===== src/rtl/alu_issue_scheduler_pkg.sv =====
// Shared RV32I types: ALU opcodes, ALU lane payload and reservation-station entry,
// plus the sizing constants of the ALU reservation station.
package rv32i_types;

   localparam int RS_TAG_W    = 4;
   localparam int ALU_RS_SIZE = 8;
   localparam int ALU_ISSUE_W = 2;

   typedef enum logic [3:0] {
      ALU_ADD  = 4'd0,
      ALU_SUB  = 4'd1,
      ALU_AND  = 4'd2,
      ALU_OR   = 4'd3,
      ALU_XOR  = 4'd4,
      ALU_SLL  = 4'd5,
      ALU_SRL  = 4'd6,
      ALU_SRA  = 4'd7,
      ALU_SLT  = 4'd8,
      ALU_SLTU = 4'd9
   } alu_ops;

   typedef struct packed {
      alu_ops                op;
      logic [RS_TAG_W-1:0]   tag;
      logic [31:0]           r1;
      logic [31:0]           r2;
   } rs_t;

   typedef struct packed {
      logic                  valid;
      alu_ops                op;
      logic [RS_TAG_W-1:0]   tag;
      logic [31:0]           r1;
      logic                  r1_vld;
      logic [31:0]           r2;
      logic                  r2_vld;
   } rs_entry_t;

endpackage


===== src/rtl/alu_issue_scheduler_if.sv =====
// Dispatch, CDB snoop and ALU lane bundle of the ALU reservation station.
// The slave side is the scheduler; the master side is its environment.
interface alu_issue_scheduler_if
   import rv32i_types::*;
#(
   parameter int SIZE    = ALU_RS_SIZE,
   parameter int ISSUE_W = ALU_ISSUE_W,
   parameter int CDB_N   = 2,
   parameter int TAG_W   = RS_TAG_W
) ();

   logic                         flush;
   logic                         disp_valid;
   logic                         disp_ready;
   alu_ops                       disp_op;
   logic [TAG_W-1:0]             disp_tag;
   logic                         disp_r1_vld;
   logic [31:0]                  disp_r1;
   logic                         disp_r2_vld;
   logic [31:0]                  disp_r2;
   logic [CDB_N-1:0]             cdb_valid;
   logic [CDB_N*TAG_W-1:0]       cdb_tag;
   logic [CDB_N*32-1:0]          cdb_data;
   rs_t  [ISSUE_W-1:0]           alu_data;
   logic [ISSUE_W-1:0]           alu_ready;
   logic [$clog2(SIZE+1)-1:0]    occupancy;

   modport master (
      output flush, disp_valid, disp_op, disp_tag, disp_r1_vld, disp_r1,
             disp_r2_vld, disp_r2, cdb_valid, cdb_tag, cdb_data,
      input  disp_ready, alu_data, alu_ready, occupancy
   );

   modport slave (
      input  flush, disp_valid, disp_op, disp_tag, disp_r1_vld, disp_r1,
             disp_r2_vld, disp_r2, cdb_valid, cdb_tag, cdb_data,
      output disp_ready, alu_data, alu_ready, occupancy
   );

endinterface


===== src/rtl/alu_issue_scheduler_rs_age_select.sv =====
// Oldest-first picker: grants up to ISSUE_W eligible entries, one per lane,
// repeatedly taking the entry with no older eligible peer and masking it out.
module rs_age_select #(
   parameter int SIZE    = 8,
   parameter int ISSUE_W = 2
) (
   input  logic [SIZE-1:0]               eligible,
   input  logic [SIZE-1:0][SIZE-1:0]     older,
   output logic [ISSUE_W-1:0][SIZE-1:0]  grant
);

   logic [SIZE-1:0] remaining;
   logic            taken;

   // older[i][j] means entry j is older than entry i
   always_comb begin
      remaining = eligible;
      taken     = 1'b0;
      grant     = '0;
      for (int k = 0; k < ISSUE_W; k++) begin
         taken = 1'b0;
         for (int i = 0; i < SIZE; i++) begin
            if (remaining[i] && ((older[i] & remaining) == '0) && !taken) begin
               grant[k][i] = 1'b1;
               taken       = 1'b1;
            end
         end
         remaining = remaining & ~grant[k];
      end
   end

endmodule


===== src/rtl/alu_issue_scheduler.sv =====
// ALU reservation station: buffers dispatched ops, wakes operands from the CDB and
// issues up to ISSUE_W ready entries per cycle, oldest first, onto the ALU lanes.
module alu_issue_scheduler
   import rv32i_types::*;
#(
   parameter int SIZE    = ALU_RS_SIZE,
   parameter int ISSUE_W = ALU_ISSUE_W,
   parameter int CDB_N   = 2,
   parameter int TAG_W   = RS_TAG_W
) (
   input  logic               clk,
   input  logic               rst,
   alu_issue_scheduler_if.slave bus
);

   localparam int OCC_W = $clog2(SIZE + 1);
   localparam logic [OCC_W-1:0] SIZE_C = OCC_W'(SIZE);

   rs_entry_t                     ent_q   [SIZE];
   rs_entry_t                     ent_d   [SIZE];
   logic [SIZE-1:0][SIZE-1:0]     older_q;
   logic [SIZE-1:0][SIZE-1:0]     older_d;
   logic [SIZE-1:0]               valid_vec;
   logic [SIZE-1:0]               elig;
   logic [SIZE-1:0]               issued;
   logic [SIZE-1:0]               free_sel;
   logic [ISSUE_W-1:0][SIZE-1:0]  grant;
   logic [OCC_W-1:0]              occ;
   logic                          issue_en;
   logic                          accept;
   logic                          free_found;
   logic                          cdb_dup;
   rs_entry_t                     new_ent;
   rs_t                           lane_data;

   // A pending operand holds its producer tag in the low bits; a matching broadcast supplies the value
   function automatic logic [32:0] snoop(
      input logic                   vld,
      input logic [31:0]            val,
      input logic [CDB_N-1:0]       cv,
      input logic [CDB_N*TAG_W-1:0] ct,
      input logic [CDB_N*32-1:0]    cd
   );
      logic [32:0] res;
      res = {vld, val};
      if (!vld) begin
         for (int c = 0; c < CDB_N; c++) begin
            if (cv[c] && (ct[c*TAG_W +: TAG_W] == val[TAG_W-1:0])) begin
               res = {1'b1, cd[c*32 +: 32]};
            end
         end
      end
      return res;
   endfunction

   always_comb begin
      valid_vec = '0;
      elig      = '0;
      occ       = '0;
      for (int i = 0; i < SIZE; i++) begin
         valid_vec[i] = ent_q[i].valid;
         elig[i]      = ent_q[i].valid && ent_q[i].r1_vld && ent_q[i].r2_vld;
         occ          = occ + {{(OCC_W-1){1'b0}}, ent_q[i].valid};
      end
   end

   rs_age_select #(
      .SIZE    (SIZE),
      .ISSUE_W (ISSUE_W)
   ) u_select (
      .eligible (elig),
      .older    (older_q),
      .grant    (grant)
   );

   assign issue_en       = !rst && !bus.flush;
   assign bus.disp_ready = (occ < SIZE_C) && !bus.flush && !rst;
   assign bus.occupancy  = occ;
   assign accept         = bus.disp_valid && bus.disp_ready;

   always_comb begin
      issued        = '0;
      bus.alu_ready = '0;
      bus.alu_data  = '0;
      lane_data     = '0;
      for (int k = 0; k < ISSUE_W; k++) begin
         lane_data = '0;
         for (int i = 0; i < SIZE; i++) begin
            if (grant[k][i]) begin
               lane_data = '{op: ent_q[i].op, tag: ent_q[i].tag, r1: ent_q[i].r1, r2: ent_q[i].r2};
            end
         end
         if (issue_en) begin
            issued           = issued | grant[k];
            bus.alu_ready[k] = |grant[k];
            bus.alu_data[k]  = lane_data;
         end
      end
   end

   always_comb begin
      free_sel   = '0;
      free_found = 1'b0;
      for (int i = 0; i < SIZE; i++) begin
         if (!valid_vec[i] && !free_found) begin
            free_sel[i] = 1'b1;
            free_found  = 1'b1;
         end
      end
   end

   always_comb begin
      new_ent       = '0;
      new_ent.valid = 1'b1;
      new_ent.op    = bus.disp_op;
      new_ent.tag   = bus.disp_tag;
      {new_ent.r1_vld, new_ent.r1} = snoop(bus.disp_r1_vld, bus.disp_r1,
                                           bus.cdb_valid, bus.cdb_tag, bus.cdb_data);
      {new_ent.r2_vld, new_ent.r2} = snoop(bus.disp_r2_vld, bus.disp_r2,
                                           bus.cdb_valid, bus.cdb_tag, bus.cdb_data);
   end

   // Next state: wakeup, free issued slots, insert the dispatch as youngest, then flush overrides all
   always_comb begin
      ent_d   = ent_q;
      older_d = older_q;
      for (int i = 0; i < SIZE; i++) begin
         if (ent_q[i].valid) begin
            {ent_d[i].r1_vld, ent_d[i].r1} = snoop(ent_q[i].r1_vld, ent_q[i].r1,
                                                   bus.cdb_valid, bus.cdb_tag, bus.cdb_data);
            {ent_d[i].r2_vld, ent_d[i].r2} = snoop(ent_q[i].r2_vld, ent_q[i].r2,
                                                   bus.cdb_valid, bus.cdb_tag, bus.cdb_data);
         end
         if (issued[i]) begin
            ent_d[i].valid = 1'b0;
            for (int r = 0; r < SIZE; r++) begin
               older_d[r][i] = 1'b0;
            end
         end
      end
      if (accept) begin
         for (int i = 0; i < SIZE; i++) begin
            if (free_sel[i]) begin
               ent_d[i]   = new_ent;
               older_d[i] = valid_vec & ~issued;
            end
         end
      end
      if (bus.flush) begin
         for (int i = 0; i < SIZE; i++) begin
            ent_d[i].valid = 1'b0;
         end
         older_d = '0;
      end
   end

   always_ff @(posedge clk) begin
      if (rst) begin
         for (int i = 0; i < SIZE; i++) begin
            ent_q[i] <= '0;
         end
         older_q <= '0;
      end else begin
         ent_q   <= ent_d;
         older_q <= older_d;
      end
   end

   always_comb begin
      cdb_dup = 1'b0;
      for (int a = 0; a < CDB_N; a++) begin
         for (int b = a + 1; b < CDB_N; b++) begin
            if (bus.cdb_valid[a] && bus.cdb_valid[b] &&
                (bus.cdb_tag[a*TAG_W +: TAG_W] == bus.cdb_tag[b*TAG_W +: TAG_W])) begin
               cdb_dup = 1'b1;
            end
         end
      end
   end

   cdb_tags_unique: assert property (@(posedge clk) disable iff (rst) !cdb_dup);

endmodule


===== src/flat_wrapper.sv =====
// flat-port wrapper written by rule: the top's interface ports become plain ports
module alu_issue_scheduler_flat import rv32i_types::*;
#(
   parameter int SIZE    = ALU_RS_SIZE,
   parameter int ISSUE_W = ALU_ISSUE_W,
   parameter int CDB_N   = 2,
   parameter int TAG_W   = RS_TAG_W
)
  (clk, rst, bus_flush, bus_disp_valid, bus_disp_op, bus_disp_tag, bus_disp_r1_vld, bus_disp_r1, bus_disp_r2_vld, bus_disp_r2, bus_cdb_valid, bus_cdb_tag, bus_cdb_data, bus_disp_ready, bus_alu_data, bus_alu_ready, bus_occupancy);
  alu_issue_scheduler_if #(.SIZE(SIZE), .ISSUE_W(ISSUE_W), .CDB_N(CDB_N), .TAG_W(TAG_W)) bus_i ();
  input  logic clk;
  input  logic rst;
  input wire logic [$bits(bus_i.flush)-1:0] bus_flush;
  input wire logic [$bits(bus_i.disp_valid)-1:0] bus_disp_valid;
  input wire logic [$bits(bus_i.disp_op)-1:0] bus_disp_op;
  input wire logic [$bits(bus_i.disp_tag)-1:0] bus_disp_tag;
  input wire logic [$bits(bus_i.disp_r1_vld)-1:0] bus_disp_r1_vld;
  input wire logic [$bits(bus_i.disp_r1)-1:0] bus_disp_r1;
  input wire logic [$bits(bus_i.disp_r2_vld)-1:0] bus_disp_r2_vld;
  input wire logic [$bits(bus_i.disp_r2)-1:0] bus_disp_r2;
  input wire logic [$bits(bus_i.cdb_valid)-1:0] bus_cdb_valid;
  input wire logic [$bits(bus_i.cdb_tag)-1:0] bus_cdb_tag;
  input wire logic [$bits(bus_i.cdb_data)-1:0] bus_cdb_data;
  output wire logic [$bits(bus_i.disp_ready)-1:0] bus_disp_ready;
  output wire logic [$bits(bus_i.alu_data)-1:0] bus_alu_data;
  output wire logic [$bits(bus_i.alu_ready)-1:0] bus_alu_ready;
  output wire logic [$bits(bus_i.occupancy)-1:0] bus_occupancy;
  assign bus_i.flush = bus_flush;
  assign bus_i.disp_valid = bus_disp_valid;
  assign bus_i.disp_op = bus_disp_op;
  assign bus_i.disp_tag = bus_disp_tag;
  assign bus_i.disp_r1_vld = bus_disp_r1_vld;
  assign bus_i.disp_r1 = bus_disp_r1;
  assign bus_i.disp_r2_vld = bus_disp_r2_vld;
  assign bus_i.disp_r2 = bus_disp_r2;
  assign bus_i.cdb_valid = bus_cdb_valid;
  assign bus_i.cdb_tag = bus_cdb_tag;
  assign bus_i.cdb_data = bus_cdb_data;
  assign bus_disp_ready = bus_i.disp_ready;
  assign bus_alu_data = bus_i.alu_data;
  assign bus_alu_ready = bus_i.alu_ready;
  assign bus_occupancy = bus_i.occupancy;
  alu_issue_scheduler #(.SIZE(SIZE), .ISSUE_W(ISSUE_W), .CDB_N(CDB_N), .TAG_W(TAG_W)) u_core (.clk(clk), .rst(rst), .bus(bus_i));
endmodule

===== config.mk =====
export PLATFORM = sky130hd
export DESIGN_NAME = alu_issue_scheduler_flat
export DESIGN_NICKNAME = d
export VERILOG_FILES = /design/src/rtl/alu_issue_scheduler_pkg.sv /design/src/rtl/alu_issue_scheduler_if.sv /design/src/rtl/alu_issue_scheduler_rs_age_select.sv /design/src/rtl/alu_issue_scheduler.sv /design/src/flat_wrapper.sv
export SDC_FILE = /design/constraint.sdc
export NUM_CORES = 2
export LEC_CHECK = 0
export ABC_AREA = 1
export CAP_MARGIN = 20
export CORE_MARGIN = 2
export CORE_UTILIZATION = 40
export DETAILED_ROUTE_END_ITERATION = 8
export PLACE_DENSITY = 0.6
export SYNTH_ARGS = -nofsm -noshare
export SYNTH_HDL_FRONTEND = slang
export SYNTH_HIERARCHICAL = 1
export SYNTH_SLANG_ARGS = --single-unit

===== constraint.sdc =====
create_clock -name clk -period 4.88 [get_ports clk]
set_input_delay 0.976 -clock clk [delete_from_list [all_inputs] [get_ports clk]]
set_output_delay 0.976 -clock clk [all_outputs]
set_load 0.05 [all_outputs]

==> flow_summary.json <==
{
  "die_area_sq_um": 138000,
  "synth.distinct_cells": 48,
  "dr_total_vias": 71762,
  "drt-pass1-iter-count": 8,
  "peakVddDrop_mv": 0.236,
  "dpl-instance-area_sq_um": 62900,
  "ys_seq_area_frac": 0.246,
  "gr-usage-met1": 0.521,
  "multi_input_area_sq_um": 36200,
  "skew_ns": 0.0279,
  "synth_fa_ha_area_frac": 0.00218,
  "cp_data_required_time_ns": 3.90,
  "syn-cell-area_sq_um": 54100,
  "routed_wl_mm": 334,
  "gr-usage-met2": 0.684,
  "rr_endpoint": "u_core/ent_q[200]$_SDFF_PP0_",
  "cts_max_level": 3,
  "area_delta_synth_final_pct": 29.9,
  "min_from": "u_core/older_q[63]$_SDFF_PN0_",
  "setup-violations-final": 147,
  "start_kind": "register",
  "worst_skew_pair.late_latency_ns": 0.73,
  "gp_congestion": 1.04,
  "layout_setup_ws_ns": -0.708,
  "start_util": 0.404,
  "tightestPinTransition_ns": 1.20,
  "met3_usage": 0.126,
  "holdCritPathClass": "register to register",
  "synth-simple-area-share": 0.427,
  "path_clk_slew_ns": 0.06,
  "reg2reg_slack_ns": 0.38,
  "most-common-layout-cells": "3,190 x nand2_1, 1,978 x nor2_1, 913 x o21ai_0, 753 x inv_1, 653 x dfxtp_1",
  "hold_depth": 2,
  "crit_type": "register to output pin",
  "synthesis.nets": 10325,
  "die_y_um": 372,
  "grt_pass1_wl_mm": 457,
  "relSlewSlack": 0.200,
  "status": "finished with violations",
  "violations": "setup timing",
  "synth_compound_area_frac": 0.192,
  "power.leakage_nw": 31.3,
  "clk_path_buf_depth": 3,
  "ys_ff_latch": 664,
  "fin_area_sq_um": 70200,
  "antenna_found_initial": 21,
  "fmax_mhz": 179,
  "r2r_start": "u_core/ent_q[149]$_SDFF_PN0_",
  "finalMaxSlewViolations": 0,
  "ys_warn_count": 6,
  "layout_commonest_cell": "nand2_1",
  "cp_max_fo": 6,
  "whs_endpoint": "u_core/older_q[63]$_SDFF_PN0_",
  "cp-end-kind": "output pin",
  "grt_overflow_total": 0,
  "syn_avg_cell_area_sq_um": 5.32,
  "synth_top_family_by_area": "simple AND/OR/NAND/NOR gates",
  "postSynthCellCount": 10166,
  "power_density_nw_per_um2": 195,
  "r2r_cells": 18,
  "top_usage_layer": "met2",
  "wl_per_cell_um": 27.2,
  "cts_hold_buf": 0,
  "nNetsFinal": 10605,
  "post-route-min-period_ns": 5.59,
  "synthXorXnorAreaFrac": 0.00567,
  "core-area_sq_um": 134000,
  "fp-row-count": 134,
  "synth_ff_type": "dfxtp_1",
  "synth_edf_count": 0,
  "rsz0062_at_grt": "true",
  "portBuffers": 302,
  "dp_hpwl_mm": 215,
  "cts-root-buf": "clkbuf_16",
  "synth_mux_area_frac": 0,
  "cp_data_arrival_time_ns": 4.61,
  "remaining_drc_errors": 0,
  "maxCapViolCount": 0,
  "numCtsBuffers": 84,
  "fin_crit_sh": 1.15,
  "async_flop_share": 0,
  "via_per_inst": 5.84,
  "drive_gt1_frac": 0.154,
  "grt_max_degree": 101,
  "grt_pass1_vias": 64638,
  "cts_tree": "yes",
  "drt_iter0_drc": 10774,
  "n_fill_cell": 13819,
  "grtUsageTotal": 0.455,
  "timing.final.hold_violations": 0,
  "drtAntennaViolNets": 0,
  "post-route-util": 0.525,
  "fp.dieW_um": 372,
  "ios": 303,
  "cts_sinks": 664,
  "ff_latch_area_sq_um": 13300
}
metrics by stage:
step / cells / worst slack [ns] / TNS (ns) / hold slack, ns / power [mW]
floorplan: 10166 / 0.0264 / 0 / 0.436 / 6.56
global placement: 11994 / -0.406 / -8.06 / 0.454 / 7.34
detailed placement: 11995 / -0.376 / -8.12 / 0.462 / 7.36
CTS: 12173 / -0.634 / -47.98 / 0.474 / 13.6
global route: 12275 / -0.841 / -77.60 / 0.493 / 14.0
finish: 12287 / -0.708 / -58.39 / 0.471 / 13.7
kinds of logic (layout without fill, tap and decap cells):
group / count (synthesis) / in the layout
other: 0 / 14
AO/OA/AOI/OAI: 1943 / 1943
adder cells (fa/ha/maj): 7 / 7
XOR/XNOR: 35 / 35
AND/OR/NAND/NOR: 5847 / 5847
buffers and inverters: 1670 / 2009
flip-flops: 664 / 664
metal layers:
layer / vias up / share of wire
met4: 12 / 0.11
met5: - / 0.00029
met2: 5137 / 0.41
li1: 32488 / -
met3: 1579 / 0.13
met1: 32546 / 0.35
power by group:
| part | internal (mW) | switching [mW] |
|---|---|---|
| clock network | 3.52 | 2.79 |
| registers | 5.46 | 0.0363 |
| logic | 0.484 | 1.41 |
| total | 9.47 | 4.24 |
how the worst max path moves through the flow:
stage,slack [ns],cells past startpoint,to,startpoint
2_1_floorplan,0.03,24,bus_alu_data[135],u_core/ent_q[149]$_SDFF_PN0_
3_3_place_gp,-0.41,26,bus_alu_data[116],u_core/ent_q[299]$_SDFF_PN0_
3_5_place_dp,-0.38,27,bus_alu_data[95],u_core/ent_q[449]$_SDFF_PN0_
4_1_cts,-0.63,26,bus_alu_data[90],u_core/ent_q[524]$_SDFF_PN0_
5_1_grt,-0.84,30,bus_alu_data[122],u_core/ent_q[258]$_SDFF_PP0_
6_report,-0.71,26,bus_alu_data[123],u_core/ent_q[375]$_SDFF_PP0_
final cells by class:
class                           count  share of cell area
Antenna cell                       14            0.000499
Clock buffer                      129              0.0348
Clock inverter                     16             0.00210
Inverter                          835              0.0462
Multi-Input combinational cell   7832               0.516
Sequential cell                   664               0.190
Tap cell                         1768              0.0315
Timing Repair Buffer             1029               0.179
timing repair:
item	CTS	global route
setup endpoints to repair	148	149
gates resized for setup	313	502
setup buffers	34	97
gates cloned	4	21
pin swaps	98	225
Yosys cell counts (76+ instances only):
library cell	n	area, sq um
nand2_2	77	482
nand3_1	308	1540
nand4_1	76	475
o21ai_1	116	581
buf_1	76	285
clkbuf_1	452	1700
buf_2	232	1160
nor2_1	2003	7520
nand2_1	3242	12200
a21oi_1	574	2870
dfxtp_1	664	13300
inv_1	784	2940
o21ai_0	1034	5170
nor3_1	101	505
registers in the layout, summed over array words and instances (netlist names):
name            count
u_core/ent_q      600
u_core/older_q     64
critical path: stages (launching register included):
cell	delay, ns
dfxtp_2	0.33
inv_2	0.05
nor3_4	0.29
buf_6	0.17
nand2_4	0.05
nand2_4	0.08
nor2_4	0.04
nand3_4	0.08
nand3_4	0.13
nor3_4	0.19
buf_6	0.16
nor2_2	0.04
nor2_2	0.13
nand4_1	0.13
buf_4	0.18
buf_6	0.13
nor2_4	0.23
inv_4	0.08
buf_12	0.16
buf_12	0.15
buf_4	0.15
o21ai_2	0.16
o21ai_1	0.10
o2111ai_1	0.11
nand2_1	0.15
a21oi_4	0.24
buf_12	0.17
Power figures use the tool's default switching activity.
